===== config.mk =====
export PLATFORM = sky130hd
export DESIGN_NAME = cpu_io_top
export DESIGN_NICKNAME = d
export VERILOG_FILES = /design/src/rtl/cpu_io_top.sv
export SDC_FILE = /design/constraint.sdc
export NUM_CORES = 1
export LEC_CHECK = 0
export ABC_AREA = 1
export BUFFER_PORTS_ARGS = -buffer_cell sky130_fd_sc_hd__buf_2
export CAP_MARGIN = 20
export CORE_MARGIN = 3
export CORE_UTILIZATION = 40
export CTS_CLUSTER_DIAMETER = 100
export DETAILED_ROUTE_END_ITERATION = 10
export PLACE_DENSITY_LB_ADDON = 0.1
export SLEW_MARGIN = 20
export SYNTH_ARGS = -nofsm -noshare
export SYNTH_HDL_FRONTEND = slang
export SYNTH_SLANG_ARGS = --single-unit

===== constraint.sdc =====
create_clock -name clk -period 4.88 [get_ports clk]
set_clock_uncertainty 0.05 [all_clocks]
set_input_delay 0.488 -clock clk [delete_from_list [all_inputs] [get_ports clk]]
set_output_delay 0.488 -clock clk [all_outputs]
set_load 0.05 [all_outputs]

===== src/rtl/cpu_io_top.sv =====
// I/O shell of the ray-tracing CPU: word-serial loader with checksum, byte-serial responder.
// Define CPU_IO_ECHO_EN to echo the buffered payload before the checksum bytes.
module cpu_io_top #(
  parameter int DEPTH  = 16,
  parameter int TX_GAP = 4
) (
  input  logic        clk,
  input  logic        reset,
  input  logic [31:0] recvdata,
  input  logic        recv_valid,
  output logic [7:0]  ansdata2,
  output logic        valid2,
  output logic        readflag
);

  localparam int NW = $clog2(DEPTH + 1);
  localparam int CW = $clog2(4 * DEPTH + 5);
  localparam int GW = (TX_GAP > 1) ? $clog2(TX_GAP) : 1;

  typedef enum logic [1:0] {
    S_HDR  = 2'd0,
    S_DATA = 2'd1,
    S_TX   = 2'd2
  } state_t;

  state_t          state_r, state_s;
  logic [NW-1:0]   n_r, n_s, idx_r, idx_s, hdr_n_s;
  logic [31:0]     checksum_r, checksum_s, sum_s;
  logic [CW-1:0]   tx_cnt_r, tx_cnt_s, tot_s;
  logic [GW-1:0]   gap_r, gap_s;
  logic            readflag_r, readflag_s, valid2_r, valid2_s;
  logic [7:0]      ansdata2_r, ansdata2_s, first_byte_s, tx_byte_s;
  logic            accept_s, last_word_s;

  function automatic logic [7:0] byte_sel(input logic [31:0] word, input logic [1:0] lane);
    byte_sel = word[8*lane +: 8];
  endfunction

  assign accept_s    = readflag_r & recv_valid;
  assign sum_s       = checksum_r + recvdata;
  assign last_word_s = (idx_r == (n_r - NW'(1'b1)));
  assign hdr_n_s     = ({24'h000000, recvdata[7:0]} > 32'(DEPTH)) ? NW'(DEPTH) : NW'(recvdata[7:0]);

`ifdef CPU_IO_ECHO_EN
  localparam int AW = (DEPTH > 1) ? $clog2(DEPTH) : 1;
  logic [31:0] mem_r [DEPTH];
  logic        wr_en_s;

  assign wr_en_s = (state_r == S_DATA) && accept_s;

  // Payload store; contents survive reset
  always_ff @(posedge clk) begin
    if (wr_en_s) mem_r[idx_r[AW-1:0]] <= recvdata;
  end

  // Word 0 may be arriving on the same edge that starts transmission (N=1)
  assign tot_s        = CW'({n_r, 2'b00}) + CW'(32'd4);
  assign first_byte_s = (idx_r == {NW{1'b0}}) ? recvdata[7:0] : mem_r[0][7:0];
  assign tx_byte_s    = (tx_cnt_r < CW'({n_r, 2'b00})) ?
                        byte_sel(mem_r[tx_cnt_r[AW+1:2]], tx_cnt_r[1:0]) :
                        byte_sel(checksum_r, tx_cnt_r[1:0]);
`else
  assign tot_s        = CW'(32'd4);
  assign first_byte_s = sum_s[7:0];
  assign tx_byte_s    = byte_sel(checksum_r, tx_cnt_r[1:0]);
`endif

  // Next-state and output decode
  always_comb begin
    state_s    = state_r;
    n_s        = n_r;
    idx_s      = idx_r;
    checksum_s = checksum_r;
    tx_cnt_s   = tx_cnt_r;
    gap_s      = gap_r;
    readflag_s = 1'b0;
    valid2_s   = 1'b0;
    ansdata2_s = ansdata2_r;
    case (state_r)
      S_HDR: begin
        if (accept_s) begin
          n_s        = hdr_n_s;
          idx_s      = {NW{1'b0}};
          checksum_s = 32'h0000_0000;
          if (hdr_n_s == {NW{1'b0}}) begin
            state_s    = S_TX;
            valid2_s   = 1'b1;
            ansdata2_s = 8'h00;
            tx_cnt_s   = CW'(1'b1);
            gap_s      = {GW{1'b0}};
          end else begin
            state_s = S_DATA;
          end
        end else begin
          readflag_s = 1'b1;
        end
      end
      S_DATA: begin
        if (accept_s) begin
          checksum_s = sum_s;
          idx_s      = idx_r + NW'(1'b1);
          if (last_word_s) begin
            state_s    = S_TX;
            valid2_s   = 1'b1;
            ansdata2_s = first_byte_s;
            tx_cnt_s   = CW'(1'b1);
            gap_s      = {GW{1'b0}};
          end else begin
            state_s = S_DATA;
          end
        end else begin
          readflag_s = 1'b1;
        end
      end
      S_TX: begin
        // Same gap terminates both byte spacing and the trailing idle period
        if (gap_r == GW'(TX_GAP - 1)) begin
          gap_s = {GW{1'b0}};
          if (tx_cnt_r < tot_s) begin
            valid2_s   = 1'b1;
            ansdata2_s = tx_byte_s;
            tx_cnt_s   = tx_cnt_r + CW'(1'b1);
          end else begin
            state_s    = S_HDR;
            readflag_s = 1'b1;
          end
        end else begin
          gap_s = gap_r + GW'(1'b1);
        end
      end
      default: begin
        state_s = S_HDR;
      end
    endcase
  end

  // State and output registers
  always_ff @(posedge clk or negedge reset) begin
    if (!reset) begin
      state_r    <= S_HDR;
      n_r        <= {NW{1'b0}};
      idx_r      <= {NW{1'b0}};
      checksum_r <= 32'h0000_0000;
      tx_cnt_r   <= {CW{1'b0}};
      gap_r      <= {GW{1'b0}};
      readflag_r <= 1'b0;
      valid2_r   <= 1'b0;
      ansdata2_r <= 8'h00;
    end else begin
      state_r    <= state_s;
      n_r        <= n_s;
      idx_r      <= idx_s;
      checksum_r <= checksum_s;
      tx_cnt_r   <= tx_cnt_s;
      gap_r      <= gap_s;
      readflag_r <= readflag_s;
      valid2_r   <= valid2_s;
      ansdata2_r <= ansdata2_s;
    end
  end

  assign readflag = readflag_r;
  assign valid2   = valid2_r;
  assign ansdata2 = ansdata2_r;

endmodule


# --- After elaboration in Yosys (flattened, before gate mapping) ---
# Cells that the tools add are included.
op_classes:
  addsub: 5
  bitwise_logic: 1
  n_div: 0
  magnitude_cmp: 2
  n_eq_ne: 11
  n_shift: 1
  mux: 45
  n_reduce_logical: 10
  n_mul: 0
ops:
  columns: ["operator", "count"]
  rows:
  - ["32-bit 2-to-1 mux", 2]
  - ["32-bit one-hot mux with 2 select lines", 1]
  - ["8-bit 2-to-1 mux", 6]
  - ["7-bit 2-to-1 mux", 6]
  - ["32-bit adder", 1]
  - ["32-bit by 6-bit variable part select with 8-bit output", 1]
  - ["8-bit one-hot mux with 3 select lines", 1]
  - ["2-bit 2-to-1 mux", 11]
  - ["7-bit one-hot mux with 3 select lines", 1]
  - ["5-bit 2-to-1 mux", 3]
  - ["2-bit != test, second input constant", 7]
  - ["2-bit one-hot mux with 3 select lines", 2]
  - ["5-bit one-hot mux with 2 select lines", 1]
  - ["1-bit 2-to-1 mux", 9]
  - ["8-bit by 5-bit greater-than comparator with 1-bit output, second input constant", 1]
  - ["7-bit by 1-bit adder with 7-bit output, second input constant", 1]
  - ["7-bit by 3-bit less-than comparator with 1-bit output, second input constant", 1]
  - ["7-bit AND reduction", 1]
  - ["5-bit by 1-bit adder with 5-bit output, second input constant", 1]
  - ["5-bit == test", 1]
  - ["5-bit zero test", 1]
  - ["5-bit AND reduction", 1]
  - ["5-bit by 1-bit subtractor with 5-bit output, second input constant", 1]
  - ["2-bit == test, second input constant", 2]
  - ["12 further kinds", 12]
totals:
  n_memories: 0
  mem_bits_ro: 0
  reg_bits: 63
  latchBits: 0
  ramBits: 0

# --- Logic depth before layout (Yosys ltp) ---
# Gate-level depths: netlist of run 1.
logic_depth:
  word_depth: 6
  depth_mapped: 14
  depth_no_buf: 13

# --- Least setup slack after synthesis of run 1 ---
# Ideal clock, no wire load.
synth_timing:
  path_type: "in2reg"
  from: "in recvdata[0]"
  to: "reg ansdata2_r[4], in the netlist ansdata2[4]"
  setup_slack_ns: 2.899
  t_arrival_ns: 1.811
  path_buffers: 0
  required_time_ns: 4.710
  cell_stages: 9
  cell_sequence: "ha_1 -> fa_1 -> nand3_1 -> nand3_1 -> or2_2 -> nand3_1 -> nand2_1 -> nand2_1 -> o21ai_2"
synth_via:
  elab_chain_cells: 5
synth_rtl:
  columns: ["item", "line", "rtl"]
  rows:
  - ["start, declared", "9", "input logic [31:0] recvdata,"]
  - ["branches (longest 5 deep; another with 32-bit adder)", null, null]
  - ["end signal, assigned", "158", "ansdata2_r <= ansdata2_s;"]
  - ["end, declared", "32", "logic [7:0] ansdata2_r, ansdata2_s, first_byte_s, tx_byte_s;"]
# Several ways; the timed one is not identified. The select of a mux whose other input is x is not followed.
# A chain may end at the register's enable or synchronous reset.

# --- Worst setup path after layout of run 1 ---
layout_timing:
  from: "reg state_r[1]"
  to: "reg checksum_r[10]"
layout_via:
  elab_chain_cells: 3
layout_rtl:
  columns: ["item", "line", "rtl"]
  rows:
  - ["start, declared", "26", "state_t state_r, state_s;"]
  - ["start signal, assigned", "150", "state_r <= state_s;"]
  - ["2-bit by 1-bit == test with 1-bit output or 2-bit zero test (tied branches)", "79", "case (state_r)"]
  - ["2-bit != test (no line) or 2-bit nonzero test (tied branches)", null, null]
  - ["3-bit AND reduction (no line)", null, null]
  - ["end signal, assigned", "153", "checksum_r <= checksum_s;"]
  - ["end, declared", "28", "logic [31:0] checksum_r, checksum_s, sum_s;"]
# Several ways; a longest one is shown, not always the timed one.

==> flow_results.org, run 1 <==
** Logic synthesis
- The synthesized design spends more area on one cell type than any other, namely sky130_fd_sc_hd__dfrtp_1.
- Ys async rst share :: 1.000
- FF+latch count, synth :: 63
- The number of nets in the synthesized netlist is 982.
- Gate count after technology mapping :: 907
- The synthesized design contains 0 enable-type register cells.
- The share of synthesized area in the top cell type comes to 0.2838.
- The netlist uses 36 different library cells.
- Mapped Area :: 0.005554 mm²
- Top-count cell post-synth :: sky130_fd_sc_hd__nand2_1
- Sequential element share of the synthesized area :: 0.2838
- The average instance in the mapped netlist occupies 6.124 µm².
- Warnings, synthesis :: 0
- Sorting the synthesized cells by how often they occur yields sky130_fd_sc_hd__nand2_1 (377), sky130_fd_sc_hd__inv_1 (146), sky130_fd_sc_hd__nand3_1 (76), sky130_fd_sc_hd__dfrtp_1 (63), sky130_fd_sc_hd__nor2_1 (55).
- Leading register cell type out of synthesis :: sky130_fd_sc_hd__dfrtp_1
- By area the synthesized netlist is led by sky130_fd_sc_hd__dfrtp_1 (28%), sky130_fd_sc_hd__nand2_1 (25%), sky130_fd_sc_hd__inv_1 (9.9%).

** STA
- The max-slew violation total from the final report came to 0.
- Fin. Hold Viols :: 0
- Minimum clock period :: 2.372 ns
- Fraction of the cycle the final worst path needs :: 0.4860
- Measured against its own limit, the worst slew margin works out to 0.5786.
- Setup repair after global routing left no endpoint under its margin.
- Max Clock Freq :: 421.6 MHz
- Fin Setup TNS :: 0 ns
- For the pin with the worst max-slew slack, the measured transition is 0.6321 ns.
- Smallest hold slack :: 0.1097 ns
- Setup violations remaining at the end of the flow were counted as 0.

** Detailed routing
- Final routed DRC violation total :: 0
- In the final routed layout, each cell accounts on average for 14.35 µm.
- Iteration count of the initial detailed-routing pass :: 5
- Final Routed Wirelength :: 16230 µm
- The detail route stage leaves a number of antenna-violating nets equal to 0.
- DRT iter0 DRCs :: 384
- The routed layout has 5502 vias.
- Via-per-instance ratio :: 4.865

** Worst hold path
- The path class of the tightest hold or removal check is input pin to async pin.

** Clock network
- Hold Buf Count CTS :: 0
- Clock-pin slew on the worst setup and hold paths :: 0.06 ns
- The number of setup buffers added after CTS is 0.
- Resized cells post-CTS :: 0
- Number of H-tree branching levels :: 3
- For the worst-skew pair, the clock arrives at the later sink with an insertion delay of 0.34 ns.
- CTS tree :: yes
- The tree built by TritonCTS fans out to 63 sinks.
- Clk root buf :: sky130_fd_sc_hd__clkbuf_16
- CTS Buffer Depth :: 2
- TritonCTS created 9 clock buffers.

** Power
- The design draws 3.996 mW.
- IR Drop Worst-Case VDD :: 0.0002785 V
- Power density over the cells :: 638.9 mW/mm²
- For this design the static power due to leakage is 3.686 nW.

** Critical path
- Biggest fanout along the worst timing path :: 21
- The worst setup path is of the register to register kind.
- Category of the worst setup path launch point :: register
- Tracing the worst setup path back leads to its startpoint at state_r[1].
- Count of cells along the worst register-to-register path :: 9
- For this run, the slowest stage of the critical path takes 0.46 ns.
- Data arrival at the endpoint of the critical path :: 2.60 ns
- At the worst endpoint, the required time is 5.11 ns.
- STA classifies the critical path endpoint as a register.
- For this design, the slowest cell found on the critical path is sky130_fd_sc_hd__ha_1.
- In this run the critical register-to-register path is launched from state_r[1].
- The most numerous cell type found on the critical path is sky130_fd_sc_hd__inv_1.
- In this run the register-to-register setup slack is 2.51 ns.
- In this run the critical register-to-register path is captured at checksum_r[10].
- The critical path goes through inv_1 > ha_1 > inv_1 > nor2_1 > buf_4 > inv_1 > a21oi_1 > o21ai_0 > nand2_1.

** Die
- Number of cell rows :: 42
- Area of the die :: 0.01534 mm²
- 45 I/O pins were placed.
- Area of the core :: 0.01340 mm²
- Measured along the y axis, the die boundary spans 123.8 µm.
- Initial cell density of the core :: 0.4145
- Die span in x :: 123.8 µm

** Global route
- Global-route wire length before repair :: 26120 µm
- Residual overflow from global routing :: 0
- Entering global routing, the biggest net connects 41 pins.
- Via count of the first global-routing pass :: 5123
- Initial antenna violation count :: 0
- Total track usage :: 0.2233

** Finish
- Number of diodes added for antenna fixing :: 0
- Once layout is done, the placed cells without fillers occupy 0.006255 mm².
- Syn-to-layout area delta :: 12.62%
- Share of final-layout standard cells stronger than drive strength 1 :: 0.1079
- After the flow finishes, the layout carries non-filler instances totaling 1131.
- For this run, the post-layout net count is 1025.

** Placed design
- Detailed placement ended at an HPWL of 12920 µm.
- Routability-driven placement finished with a final weighted congestion of 0.8773.
- DP Cell Count :: 1115
- In this run the cell area measured after placement is 0.005931 mm².
- IO Port Bufs :: 44

** Job
- Max-cap violations in this run came to 0.

** Run status
- The flow ran to the end, and the final reports show no timing, DRC or antenna violations.
## final cells by class
class                      count  area, µm²
fill                        1475       7146
multi-input combinational    674       3309
sequential                    63       1577
inverter                     155      581.8
timing repair buffer          47      242.7
clock buffer                  10      229.0
tap                          176      220.2
clock inverter                 6      95.09
## cell families after synthesis
logic type	share of synthesized area
adders and majority gates	0.09146
DFF	0.2838
AOI/OAI and AO/OA	0.08538
and+or+nand+nor	0.4096
xor gates and xnor gates	0.009462
buffers and inverters	0.1203
## power breakdown
part           internal [mW]  switching [mW]  leakage (nW)  total, mW
sequential             0.726           0.244         0.818      0.970
clock                  0.451           0.264         0.157      0.715
combinational          0.755            1.56          2.71       2.31
total                   1.93            2.06          3.69       4.00
## worst max-delay path by stage
stage / to / slack, ns / cells past startpoint
5_1_grt: valid2 / 2.28 / 9
6_report: checksum_r[10] / 2.51 / 9
3_5_place_dp: checksum_r[28] / 2.52 / 11
2_1_floorplan: ansdata2[4] / 2.90 / 9
4_1_cts: valid2 / 2.53 / 9
3_3_place_gp: checksum_r[19] / 2.54 / 11
## state kept, by name, summed over array words and instances (netlist names)
signal / flops
checksum_r: 32
ansdata2: 8
tx_cnt_r: 7
idx_r: 5
n_r: 5
gap_r: 2
state_r: 2
readflag: 1
valid2: 1
## metrics by stage
stage               utilization  worst slack (ns)
floorplan                     -             2.899
global placement         0.4426             2.540
detailed placement       0.4426             2.524
CTS                      0.4668             2.526
global route             0.4668             2.282
finish                   0.4668             2.508
## cells in the final DEF (no fill, tap or decap), types with 2 or more instances in the layout
master,Yosys,routed
sky130_fd_sc_hd__nand2_2,9,9
sky130_fd_sc_hd__dfrtp_1,63,63
sky130_fd_sc_hd__nand3_1,76,76
sky130_fd_sc_hd__nor3_1,7,7
sky130_fd_sc_hd__nand2_1,377,377
sky130_fd_sc_hd__nand4_1,4,4
sky130_fd_sc_hd__o21ai_2,11,11
sky130_fd_sc_hd__ha_1,39,39
sky130_fd_sc_hd__buf_2,6,44
sky130_fd_sc_hd__xor2_1,4,4
sky130_fd_sc_hd__a21o_1,2,2
sky130_fd_sc_hd__xnor2_1,2,2
sky130_fd_sc_hd__clkbuf_16,0,9
sky130_fd_sc_hd__bufinv_16,0,2
sky130_fd_sc_hd__inv_1,146,146
sky130_fd_sc_hd__or2_2,4,4
sky130_fd_sc_hd__a21oi_1,34,34
sky130_fd_sc_hd__clkinv_4,0,4
sky130_fd_sc_hd__buf_4,0,3
sky130_fd_sc_hd__inv_2,9,9
sky130_fd_sc_hd__o21bai_1,3,3
sky130_fd_sc_hd__nor2_2,2,2
sky130_fd_sc_hd__o21ai_0,26,26
sky130_fd_sc_hd__o22ai_1,4,4
sky130_fd_sc_hd__nand3b_1,4,4
sky130_fd_sc_hd__nor2_1,55,55
## worst max-delay path: cells and delay by family, from the launching register on
kind                       cells  cell delay (ns)
and+or+nand+nor                2             0.23
buffers and inverters          4             0.91
AOI/OAI and AO/OA              2             0.27
adders and majority gates      1             0.46
DFF                            1             0.39
## layer usage
metal,global-route usage,routed length [µm],vias to the layer above
met2,0.3312,6828,125
li1,-,-,2895
met4,0.05675,256,0
met3,0.04133,887,20
met1,0.3330,8259,2462
met5,0,0,-
(Power assumes the default switching activity.)
==> inputs of run 2 (changes only) <==
clock period = 2.2 ns   (was 4.88 ns; I/O delays follow)
==> run 2 against run 1 <==
Worst hold slack better by 0.011 ns. Register-to-register slack worse by 2.3 ns. Via count is 1.8% higher. Sequential cell count did not move. Total power up 130%. Global-route usage rose by 0.46 points. Setup slack worse by 2.3 ns.
==> flow_results.org, run 2 (synthesis gave the netlist of run 1 again) <==
** Placed design
- Global placer's final weighted congestion :: 0.9241 (was 0.8773)
- Dpl ws :: 0.05821 ns (was 2.524 ns)
- Placed wire-length estimate :: 13060 µm (was 12920 µm)
- The placement-stage cell area is 0.006011 mm² (was 0.005931 mm²).
- The count of port buffers added during placement was 44 (unchanged).

** Die
- The die width was 123.8 µm (unchanged).
- Floorplan die height :: 123.8 µm (unchanged)
- The starting utilization of the core area is 0.4145 (unchanged).
- Area of the die :: 0.01534 mm² (unchanged)
- The area of the core is 0.01340 mm² (unchanged).
- I/O pin count :: 45 (unchanged)
- Number of cell rows :: 42 (unchanged)

** Finish
- Largest register by flop count :: checksum_r (unchanged)
- The design area came to 0.006377 mm² (was 0.006255 mm²).
- Core utilization of the finished layout :: 0.4759 (was 0.4668)
- The flip-flop count of the largest register, all copies and words added is 32 (unchanged).
- The number of antenna repair diodes came to 0 (unchanged).
- Most common cell after layout, fill and taps aside :: sky130_fd_sc_hd__nand2_1 (unchanged)
- Highest-count cells in the layout ignoring fill and taps :: sky130_fd_sc_hd__nand2_1 (374), sky130_fd_sc_hd__inv_1 (146), sky130_fd_sc_hd__nand3_1 (73), sky130_fd_sc_hd__dfrtp_1 (63), sky130_fd_sc_hd__nor2_1 (55) (was sky130_fd_sc_hd__nand2_1 (377), sky130_fd_sc_hd__inv_1 (146), sky130_fd_sc_hd__nand3_1 (76), sky130_fd_sc_hd__dfrtp_1 (63), sky130_fd_sc_hd__nor2_1 (55))
- The synthesis-to-finish area growth came to 14.82% (was 12.62%).
- Share of final-layout standard cells stronger than drive strength 1 :: 0.1242 (was 0.1079)
- The fill cell total of the finished layout is 1471 (was 1475).
- The net count of the finished layout is 1036 (was 1025).

** Detailed routing
- Routed Antenna Nets :: 0 (unchanged)
- Count of vias placed by the detailed router :: 5600 (was 5502)
- Final Routed Wirelength :: 16710 µm (was 16230 µm)
- The post-route DRC violation count is 0 (unchanged).
- Wirelength per Cell :: 14.63 µm (was 14.35 µm)
- The via count normalized by instance count is 4.904 (was 4.865).
- The first-pass iteration count of the detailed router came to 5 (unchanged).
- DRT iter0 DRCs :: 346 (was 384)

** Critical path
- CP cell instances: ha_1 > nand2_1 > inv_1 > nand2_1 > nor2_1 > buf_4 > and2_1 > nand2_1 > nand2_1 > nand2_1 > nand3_1 > nand2_1 (was inv_1 > ha_1 > inv_1 > nor2_1 > buf_4 > inv_1 > a21oi_1 > o21ai_0 > nand2_1).
- The required arrival time at the worst endpoint was 2.39 ns (was 5.11 ns).
- Worst stage delay on the critical path :: 0.43 ns (was 0.46 ns)
- Type of the worst setup path :: register to register (unchanged)
- Category of the worst setup path launch point :: register (unchanged)
- The first element of the critical path is checksum_r[17] (was state_r[1]).
- Biggest fanout along the worst timing path :: 5 (was 21)
- Origin of the critical flop-to-flop path :: checksum_r[17] (was state_r[1])
- The endpoint type of the worst setup path is a register (unchanged).
- Worst-path cell with the longest stage delay :: sky130_fd_sc_hd__dfrtp_1 (was sky130_fd_sc_hd__ha_1)
- Dominant cell type by count on the critical path :: sky130_fd_sc_hd__nand2_1 (was sky130_fd_sc_hd__inv_1)
- Data arrival at the endpoint of the critical path :: 2.22 ns (was 2.60 ns)

** STA
- Fin Setup TNS :: 0 ns (unchanged)
- Worst Setup Slack, final :: 0.1703 ns (was 2.508 ns)
- Unrepaired setup endpoints after global routing: false (unchanged).
- Fin. Hold Viols :: 0 (unchanged)
- The total setup violations reported at the end of the flow is 0 (unchanged).
- The ratio of final minimum period to clock period is 0.9226 (was 0.4860).
- Slew headroom :: 0.6417 (was 0.5786)
- The minimum period implied by the final worst setup slack is 2.030 ns (was 2.372 ns).
- The transition time at the pin with the least slew margin is 0.5369 ns (was 0.6321 ns).
- The achievable clock frequency was 492.7 MHz (was 421.6 MHz).
- The max-slew violation total from the final report was 0 (unchanged).

** Power
- Power density over the cells :: 1417 mW/mm² (was 638.9 mW/mm²)
- Static Leakage :: 3.751 nW (was 3.686 nW)
- The largest vdd supply drop was 0.0004764 V (was 0.0002785 V).

** Clock network
- The maximum level of the CTS H-tree came to 3 (unchanged).
- CTS tree :: yes (unchanged)
- Clk root buf :: sky130_fd_sc_hd__clkbuf_16 (unchanged)
- The TritonCTS sink count is 63 (unchanged).
- Clock-pin slew on the worst setup and hold paths :: 0.06 ns (about the same)
- The maximum root-to-sink buffer count came to 2 (unchanged).
- Number of buffers inserted during clock tree synthesis :: 9 (unchanged)
- Number of buffers inserted to repair setup after CTS :: 0 (unchanged)
- The insertion delay of the later-clocked pin in the worst-skew pair is 0.34 ns (about the same).

** Worst hold path
- The type of the tightest min-delay check is input pin to register (was input pin to async pin).
- Worst min-delay path startpoint :: recvdata[3]

** Global route
- Residual overflow from global routing :: 0 (unchanged)
- Via count of the first global-routing pass :: 5079 (was 5123)
- Initial antenna violation count :: 0 (unchanged)
- The first-pass GRT wire length is 26540 µm (was 26120 µm).
- Total track usage :: 0.2279 (was 0.2233)
- The pin count of the biggest net entering global routing was 39 (was 41).

** Job
- The total of max-cap violations came to 0 (unchanged).

** Run status
- Result of the run: complete, no violations (unchanged).
## run 2: changes by cell type in the layout (fill, tap and decap cells not counted), moves of 3 or more
cell                       delta
sky130_fd_sc_hd__nand3_1      -3
sky130_fd_sc_hd__buf_4        +8
sky130_fd_sc_hd__nand2_2      +3
sky130_fd_sc_hd__nand2_1      -3
sky130_fd_sc_hd__clkinv_4     -4
sky130_fd_sc_hd__nand3_2      +3
## run 2: final cells by class
cell class	instances	area, µm²	area share
well taps	176	220.2	0.03453
clock buffers	10	229.0	0.03590
repair buffers	57	332.8	0.05219
clock inverters	6	85.08	0.01334
flip-flops and latches	63	1577	0.2472
multi-input cells	675	3352	0.5256
inverters	155	581.8	0.09123
## run 2: timing repair
action | CTS | global route
setup endpoints to repair | 0 | 26
hold buffers | 1 | 0
hold endpoints to repair | 14 | 0
resized for setup | 0 | 8
## run 2: critical path, delay by kind of cell, from the launching register on
kind	cells	cell delay, ns
adders and majority gates	1	0.38
buffers and inverters	2	0.25
DFF	1	0.43
and+or+nand+nor	9	0.84
## run 2: final timing paths
| check | to | slack (ns) | cells after the start |
|---|---|---|---|
| hold / removal | n_r[3] | 0.12 | 3 |
| hold reg to reg | tx_cnt_r[3] | 0.43 | 2 |
| min in group asynchronous | checksum_r[18] | 0.31 | 2 |
| max in group asynchronous | idx_r[2] | 1.22 | 3 |
| setup / recovery | checksum_r[27] | 0.17 | 12 |
| setup reg to reg | checksum_r[27] | 0.17 | 12 |
## run 2: where the power goes
part           leakage, nW  internal (mW)  total (mW)  switching [mW]
Sequential           0.818           1.61        2.05           0.434
Combinational         2.78           1.77        5.43            3.66
Clock                0.148          0.988        1.56           0.571
Total                 3.75           4.37        9.04            4.67
## run 2: metrics by stage
step | total power, mW | cells | hold slack, ns
finish | 9.040 | 1142 | 0.1207
global route | 9.910 | 1142 | 0.1311
CTS | 8.975 | 1141 | 0.09874
detailed placement | 7.374 | 1124 | 0.1350
global placement | 7.363 | 1124 | 0.1442
floorplan | 5.990 | 907 | -0.1256
## run 2: layer usage
metal  vias to the layer above  global-route usage  part of all wire
li1                       2911                   -                 -
met1                      2528              0.3295              0.50
met2                       141              0.3417              0.42
met3                        20             0.05313             0.063
met4                         0             0.05882             0.018
met5                         -                   0                 0
